## config.mk

```make
export PLATFORM = sky130hd
export DESIGN_NAME = prog_lut_bank
export DESIGN_NICKNAME = d
export VERILOG_FILES = /design/src/rtl/prog_lut_pkg.sv /design/src/rtl/prog_lut_bank_lut_channel.sv /design/src/rtl/prog_lut_bank.sv
export SDC_FILE = /design/constraint.sdc
export NUM_CORES = 1
export LEC_CHECK = 0
export BUFFER_PORTS_ARGS = -buffer_cell sky130_fd_sc_hd__buf_2
export CAP_MARGIN = 0
export CORE_MARGIN = 2
export CORE_UTILIZATION = 56
export CTS_BUF_LIST = sky130_fd_sc_hd__clkbuf_4 sky130_fd_sc_hd__clkbuf_8
export DETAILED_ROUTE_END_ITERATION = 10
export GPL_TIMING_DRIVEN = 0
export PLACE_DENSITY = 0.75
export SLEW_MARGIN = 20
export SYNTH_ARGS = -nofsm -noshare
export SYNTH_HDL_FRONTEND = slang
export SYNTH_SLANG_ARGS = --single-unit
```

## constraint.sdc

```tcl
create_clock -name CLKIN -period 4.3 [get_ports CLKIN]
set_clock_uncertainty 0.2 [all_clocks]
set_input_delay 0.215 -clock CLKIN [delete_from_list [all_inputs] [get_ports CLKIN]]
set_output_delay 0.215 -clock CLKIN [all_outputs]
set_load 0.05 [all_outputs]
```

## src/rtl/prog_lut_pkg.sv

```systemverilog
// Shared definitions for the programmable LUT bank.
// Holds the table-size arithmetic, the load FSM state type and the helper
// that replicates one per-channel init table into a full bank image.
package prog_lut_pkg;

  // Upper bound on bank image width handled by the replication helper.
  localparam int unsigned MaxTotal = 4096;

  typedef enum logic [1:0] {
    StIdle,
    StLoad,
    StFull,
    StOver
  } load_state_e;

  // Total number of truth-table bits across the bank.
  function automatic int unsigned total_bits(input int unsigned channels,
                                             input int unsigned k);
    return channels * (32'd1 << k);
  endfunction

  // Copy the low table_bits of init into every channel slot of the image.
  function automatic logic [MaxTotal-1:0] replicate_init(input logic [MaxTotal-1:0] init,
                                                         input int unsigned channels,
                                                         input int unsigned table_bits);
    logic [MaxTotal-1:0] img;
    img = '0;
    for (int unsigned c = 0; c < channels; c++) begin
      for (int unsigned b = 0; b < table_bits; b++) begin
        img[c*table_bits+b] = init[b];
      end
    end
    return img;
  endfunction

endpackage

```

## src/rtl/prog_lut_bank_lut_channel.sv

```systemverilog
// One LUT channel: K-bit input synchroniser, 2^K-bit active truth table and
// registered output.
// Ports:
//   clk, rst_n  - clock and asynchronous active-low reset
//   pin         - raw K-bit pad inputs (bit 0 is I0)
//   load        - copy new_table into the active table this cycle
//   new_table   - table image from the shared shadow register
//   out         - registered lookup result
module lut_channel #(
  parameter int unsigned K           = 4,
  parameter int unsigned SYNC_STAGES = 2,
  parameter logic [(1<<K)-1:0] INIT  = '0
) (
  input  logic                clk,
  input  logic                rst_n,
  input  logic [K-1:0]        pin,
  input  logic                load,
  input  logic [(1<<K)-1:0]   new_table,
  output logic                out
);

  logic [SYNC_STAGES-1:0][K-1:0] sync_q;
  logic [(1<<K)-1:0]             table_q;
  logic                          out_q;

  always_ff @(posedge clk or negedge rst_n) begin
    if (!rst_n) begin
      sync_q <= '0;
    end else begin
      sync_q[0] <= pin;
      for (int unsigned i = 1; i < SYNC_STAGES; i++) begin
        sync_q[i] <= sync_q[i-1];
      end
    end
  end

  always_ff @(posedge clk or negedge rst_n) begin
    if (!rst_n) begin
      table_q <= INIT;
    end else if (load) begin
      table_q <= new_table;
    end
  end

  always_ff @(posedge clk or negedge rst_n) begin
    if (!rst_n) begin
      out_q <= 1'b0;
    end else begin
      out_q <= table_q[sync_q[SYNC_STAGES-1]];
    end
  end

  assign out = out_q;

endmodule

```

## src/rtl/prog_lut_bank.sv

```systemverilog
// Bank of runtime-programmable K-input LUTs. Tables are shifted serially
// into a shadow register and committed to all channels at once.
// Ports:
//   CLKIN, RESETN - clock and asynchronous active-low reset
//   lut_in        - raw pad inputs, channel c uses [c*K +: K]
//   lut_out       - registered LUT outputs, one per channel
//   cfg_shift     - shift cfg_data into the shadow register
//   cfg_data      - serial table bit
//   cfg_commit    - request to copy shadow to active tables
//   cfg_done      - one-cycle pulse after an accepted commit
//   cfg_err       - sticky, set by a rejected commit, cleared by an accepted one
module prog_lut_bank
  import prog_lut_pkg::*;
#(
  parameter int unsigned CHANNELS        = 4,
  parameter int unsigned K               = 4,
  parameter int unsigned SYNC_STAGES     = 2,  // must be at least 2
  parameter logic [(1<<K)-1:0] DEFAULT_INIT = 16'h8888
) (
  input  logic                  CLKIN,
  input  logic                  RESETN,
  input  logic [CHANNELS*K-1:0] lut_in,
  output logic [CHANNELS-1:0]   lut_out,
  input  logic                  cfg_shift,
  input  logic                  cfg_data,
  input  logic                  cfg_commit,
  output logic                  cfg_done,
  output logic                  cfg_err
);

  localparam int unsigned TableBits = 1 << K;
  localparam int unsigned TOTAL     = total_bits(CHANNELS, K);
  localparam int unsigned CntW      = $clog2(TOTAL + 2);
  localparam logic [CntW-1:0] CntFull = CntW'(TOTAL);
  localparam logic [CntW-1:0] CntOver = CntW'(TOTAL + 1);
  localparam logic [TOTAL-1:0] InitAll =
      TOTAL'(replicate_init(MaxTotal'(DEFAULT_INIT), CHANNELS, TableBits));

  logic [TOTAL-1:0] shadow_q, shadow_d;
  logic [CntW-1:0]  cnt_q, cnt_d;
  logic             done_q, done_d;
  logic             err_q, err_d;
  logic             commit_ok;
  load_state_e      state;

  // The load state is a pure decode of the bit counter.
  always_comb begin
    state = StOver;
    if (cnt_q == '0) begin
      state = StIdle;
    end else if (cnt_q < CntFull) begin
      state = StLoad;
    end else if (cnt_q == CntFull) begin
      state = StFull;
    end
  end

  always_comb begin
    shadow_d  = shadow_q;
    cnt_d     = cnt_q;
    done_d    = 1'b0;
    err_d     = err_q;
    commit_ok = 1'b0;
    if (cfg_commit) begin
      // Commit wins over a coincident shift; that shift bit is dropped.
      cnt_d = '0;
      if (state == StFull) begin
        commit_ok = 1'b1;
        done_d    = 1'b1;
        err_d     = 1'b0;
      end else begin
        err_d = 1'b1;
      end
    end else if (cfg_shift) begin
      shadow_d = {cfg_data, shadow_q[TOTAL-1:1]};
      unique case (state)
        StIdle, StLoad: cnt_d = cnt_q + CntW'(1);
        StFull:         cnt_d = CntOver;
        StOver:         cnt_d = CntOver;
        default:        cnt_d = CntOver;
      endcase
    end
  end

  always_ff @(posedge CLKIN or negedge RESETN) begin
    if (!RESETN) begin
      shadow_q <= '0;
      cnt_q    <= '0;
      done_q   <= 1'b0;
      err_q    <= 1'b0;
    end else begin
      shadow_q <= shadow_d;
      cnt_q    <= cnt_d;
      done_q   <= done_d;
      err_q    <= err_d;
    end
  end

  assign cfg_done = done_q;
  assign cfg_err  = err_q;

  for (genvar c = 0; c < CHANNELS; c++) begin : g_chan
    lut_channel #(
      .K           (K),
      .SYNC_STAGES (SYNC_STAGES),
      .INIT        (InitAll[c*TableBits +: TableBits])
    ) u_chan (
      .clk       (CLKIN),
      .rst_n     (RESETN),
      .pin       (lut_in[c*K +: K]),
      .load      (commit_ok),
      .new_table (shadow_q[c*TableBits +: TableBits]),
      .out       (lut_out[c])
    );
  end

endmodule

```

# == Yosys cells after proc, flatten, opt, wreduce, memory -nomap -nowiden ==
# Index checks and enable logic that the tools add are counted.
# W data, S select, Z words.
# totals
n_memories,0
wordCells,54
mem_bits_rw,0
ff_bits,173
mem_bits_ro,0
latch_bits,0
# op_classes
order_cmp,5
n_bitwise,1
reduce_logical,6
n_mux,17
n_addsub,1
n_shift,0
div_mod_pow,0
eq_ne,4
mul,0
# ops
operator,count
$lt A4 B5 Y1 const B,4
$bmux W1 S4,4
$mux W7,2
$pmux W7 S2,1
$mux W1,8
$add A7 B1 Y7 const B,1
$eq A7 B7 Y1 const B,1
$logic_not A7 Y1,1
$lt A7 B7 Y1 const B,1
$eq A2 B2 Y1 const B,2
$mux W2,2
$reduce_or A2 Y1,2
$eq A2 B1 Y1 const B,1
$logic_not A2 Y1,1
$reduce_and A2 Y1,1
$reduce_bool A2 Y1,1
$not A1 Y1,1

# == Logic depth before layout (Yosys ltp) ==
# depth
depth_word,9
mapped_depth,8
ltp_nobuf,6

# == Hierarchy ==
# From an unflattened synthesis, not the netlist that was laid out.
# unflattened
cells_unflattened,382
hier_area_um2,6693.9
# by_module_without_submodules
module,seq_area_each_um2,area_each_um2,instances,cells_each
lut_channel,630.6,955.9,4,50
prog_lut_bank,1826.8,2870.3,1,182

# == Worst setup path after synthesis ==
# OpenSTA, ideal clock, no wires.
# synth_path
kind,register -> register
start,reg cnt_q[0]
end,reg g_chan[0].u_chan.table_q[0]
required_ns,3.975
setup_time_ns,0.125
slack_ns,2.510
path_stages_with_launch,8
arrival_time_ns,1.465
period_less_slack_ns,1.790
cell_sequence,dfrtp_1 -> inv_1 -> ha_1 -> and4bb_1 -> nand3_1 -> buf_6 -> buf_6 -> mux2_4
# synth_between
elab_chain_cells,7
# synth_lines
element,line_no,source
start: declaration,prog_lut_bank.sv:40,"logic [CntW-1:0] cnt_q, cnt_d;"
start signal: assignment,prog_lut_bank.sv:93,cnt_q <= cnt_d;
"parallel branches: the longest is 3 deep, another holds $lt A7 B7 Y1",n/a,
$mux W2 *,prog_lut_bank.sv:49,if (cnt_q == '0) begin
$eq A2 B2 Y1 *,prog_lut_bank.sv:67,if (state == StFull) begin
$mux W1 *,prog_lut_bank.sv:67,
$mux W1 *,prog_lut_bank.sv:64,if (cfg_commit) begin
end signal: assignment,prog_lut_bank_lut_channel.sv:41,table_q <= new_table;
end: declaration,prog_lut_bank_lut_channel.sv:23,logic [(1<<K)-1:0] table_q;
# Every way passes the cells marked *.
# A chain may end at the register's enable or synchronous reset.

# == Worst setup path after layout ==
# layout_path
start,reg cnt_q[0]
end,reg g_chan[0].u_chan.table_q[10]
# Same word-level chain as after synthesis.

==> results.json <==
{
  "outcome": "complete, no violations",
  "grt_pass1_vias": 3486,
  "die_x_um": 114.7,
  "cts_max_level": 4,
  "rr_startpoint": "cnt_q[0]",
  "final_cells": 620,
  "die_y_um": 114.7,
  "core_mm2": 0.01196,
  "setup-tns-final_ns": 0,
  "io_buffers": 25,
  "n_antenna_cell": 0,
  "grt_max_degree": 103,
  "hold_viol_final": 0,
  "via_per_inst": 5.384,
  "fin_crit_sh_pct": 45.69,
  "peakVddDrop_v": 0.0002455,
  "ys_types": 26,
  "seqPwrFrac_pct": 57.6,
  "synth_area_mm2": 0.006857,
  "timing.fmax_ghz": 0.5090,
  "grt_antenna_before_repair": 0,
  "drive_gt1_share_pct": 50.32,
  "routedWlPerCell_um": 15.76,
  "final_max_slew_viol_count": 0,
  "synth_top_cell_by_area": "dfrtp_1",
  "crit_required_ns": 4.42,
  "avgSynthCellArea_um2": 17.40,
  "crit_arrival_ns": 2.09,
  "cts_resized": 0,
  "cts.path.max_buffers": 2,
  "grt_pass1_wl_um": 16950,
  "overflow": 0,
  "leakage_uw": 0.003921,
  "cp-startpoint": "cnt_q[0]",
  "min_path_type": "register to register",
  "worstSetupPathType": "register to register",
  "cts_tree": "yes",
  "hp-start": "g_chan[3].u_chan.sync_q[0]",
  "drt_iter0_drc": 133,
  "core.rowCount": 40,
  "gp_congestion": 0.7671,
  "clk_latency_ns": 0.45,
  "start_kind": "register",
  "p_int_uw": 2414,
  "synth.area.top_cells": "dfrtp_1 57%, mux2_2 13%, mux2_4 11%",
  "ys_seq_area_share_pct": 63.43,
  "setup_viol": 0,
  "clk_pin_slew_worst_paths_ns": 0.08,
  "fin_nets": 483,
  "ys_ff_latch": 173,
  "cap_violations": 0,
  "numClockSinks": 173,
  "p_sw_uw": 666.7,
  "dr.pass1.iters": 4,
  "netlist.area_leader.share_pct": 57.30,
  "area.growth.synth_to_final_pct": 14.03,
  "dp_cells": 567,
  "synthFlopType": "dfrtp_1",
  "synthCells": 394,
  "pwr-share-comb_pct": 5.8,
  "pwr-share-clk_pct": 36.5,
  "hold_buffers": 21,
  "track_usage_pct": 16.82,
  "io_pins": 27,
  "rsz0062_at_grt": "false",
  "dieArea_mm2": 0.01314,
  "crit_path_end_kind": "register",
  "synth-edff-count": 0,
  "path_max_fanout": 10,
  "dpl.hpwl_um": 6362,
  "drt-total-wl_um": 9772,
  "final_antenna_net_count": 0,
  "start_util_pct": 57.32,
  "cts-root-buf": "clkbuf_8",
  "syn-num-nets": 417,
  "relSlewSlack_pct": 51.03,
  "drc": 0,
  "async_reset_ff_share_pct": 100.0,
  "min_period_ns": 1.965,
  "postCtsSetupRepairBufs": 0,
  "yosysWarnings": 0,
  "tightest_slew_ns": 0.7346,
  "vias": 3338,
  "netSwitchingFraction_pct": 21.64,
  "powerDensity_mw_per_mm2": 394.1,
  "cts_made_buffers": 17
}
==> kinds of logic (layout without fill, tap and decap cells) <==
| kind of cell | Yosys count | count (layout) | share of synthesized area [%] |
|---|---|---|---|
| buf+inv | 24 | 103 | 2.409 |
| compound gates | 16 | 16 | 1.478 |
| mux | 151 | 151 | 29.98 |
| flops | 173 | 173 | 63.43 |
| fa+ha+maj | 2 | 2 | 0.3649 |
| simple gates | 28 | 28 | 2.336 |
==> state kept, by name (all words and copies together), names as in the netlist <==
name / cells
g_chan.u_chan.table_q: 64
shadow_q: 64
g_chan.u_chan.sync_q: 32
cnt_q: 7
g_chan.u_chan.out: 4
cfg_done: 1
cfg_err: 1
==> layout make-up <==
| class | instances | area, um^2 |
|---|---|---|
| clock buffer | 26 | 320.3 |
| fill | 827 | 4143 |
| clock inverter | 6 | 85.08 |
| buffer | 20 | 150.1 |
| sequential | 173 | 4349 |
| inverter | 4 | 15.01 |
| timing repair buffer | 47 | 372.9 |
| multi-input combinational | 197 | 2342 |
| tap | 147 | 183.9 |
==> placed cells by master, fill, tap and decap left out, types with 2 or more instances in the layout <==
cell type and n:
a211oi_1 5, a21oi_1 8, buf_2 33, buf_4 5
buf_6 6, bufinv_16 2, clkbuf_4 6, clkbuf_8 20
clkinv_2 2, clkinvlp_4 2, dfrtp_1 157, dfstp_2 16
dlygate4sd3_1 21, ha_1 2, inv_1 4, mux2_2 79
mux2_4 49, mux2i_1 7, mux4_2 16, nand2_1 2
nand2b_1 2, nand3_1 3, nand3b_1 2, nor2_1 6
nor2b_1 8, nor3_1 2
==> synthesized netlist by cell type (2+ instances only) <==
| library cell | number |
|---|---|
| buf_2 | 9 |
| dfstp_2 | 16 |
| inv_1 | 4 |
| nor3_1 | 2 |
| mux2_4 | 49 |
| dfrtp_1 | 157 |
| a211oi_1 | 5 |
| nand2b_1 | 2 |
| nor2b_1 | 8 |
| nor2_1 | 6 |
| mux4_2 | 16 |
| buf_4 | 5 |
| nand3_1 | 3 |
| buf_6 | 6 |
| ha_1 | 2 |
| nand2_1 | 2 |
| nand3b_1 | 2 |
| a21oi_1 | 8 |
| mux2i_1 | 7 |
| mux2_2 | 79 |
==> power by group through the flow <==
stage | Combinational [uW] | Clock, uW | Sequential [uW]
4_1_cts | 184 | 1160 | 1780
3_3_place_gp | 158 | 0 | 1810
2_1_floorplan | 110 | 0 | 1790
3_5_place_dp | 168 | 0 | 1810
6_report | 179 | 1130 | 1780
5_1_grt | 199 | 1230 | 1790
==> worst max-delay path: stages, from the launching register on <==
cell      delay (ns)
dfrtp_1         0.37
inv_1           0.08
ha_1            0.19
and4bb_1        0.19
nand3_1         0.11
buf_6           0.18
buf_6           0.19
mux2_4          0.32
==> through the flow <==
stage	area, um^2	hold slack (ns)	total power (uW)	setup slack, ns	util [%]
floorplan	6857	-0.2806	1898	2.510	-
global placement	7166	0.1232	1965	0.3442	59.91
detailed placement	7203	0.1039	1979	2.325	60.22
CTS	7819	0.1539	3127	2.305	65.37
global route	7819	0.1597	3224	2.214	65.37
finish	7819	0.1507	3081	2.335	65.37
==> metal layers <==
layer | part of all wire (%) | vias up | wire (um) | global-route usage (%)
li1 | - | 1546 | - | -
met1 | 48 | 1742 | 4652 | 22.44
met2 | 48 | 35 | 4700 | 26.27
met3 | 2.9 | 15 | 281 | 5.241
met4 | 1.4 | 0 | 138 | 6.098
met5 | 0 | - | 0 | 0
==> worst paths after layout <==
| path | endpoint | slack, ns | cells past startpoint |
|---|---|---|---|
| max reg2reg | g_chan[0].u_chan.table_q[10] | 2.34 | 7 |
| max in group asynchronous | g_chan[0].u_chan.table_q[3] | 2.88 | 3 |
| max | g_chan[0].u_chan.table_q[10] | 2.34 | 7 |
| min | g_chan[3].u_chan.sync_q[4] | 0.15 | 0 |
| min reg2reg | g_chan[3].u_chan.sync_q[4] | 0.15 | 0 |
| min in group asynchronous | shadow_q[36] | 0.18 | 2 |
(Power assumes the default switching activity.)
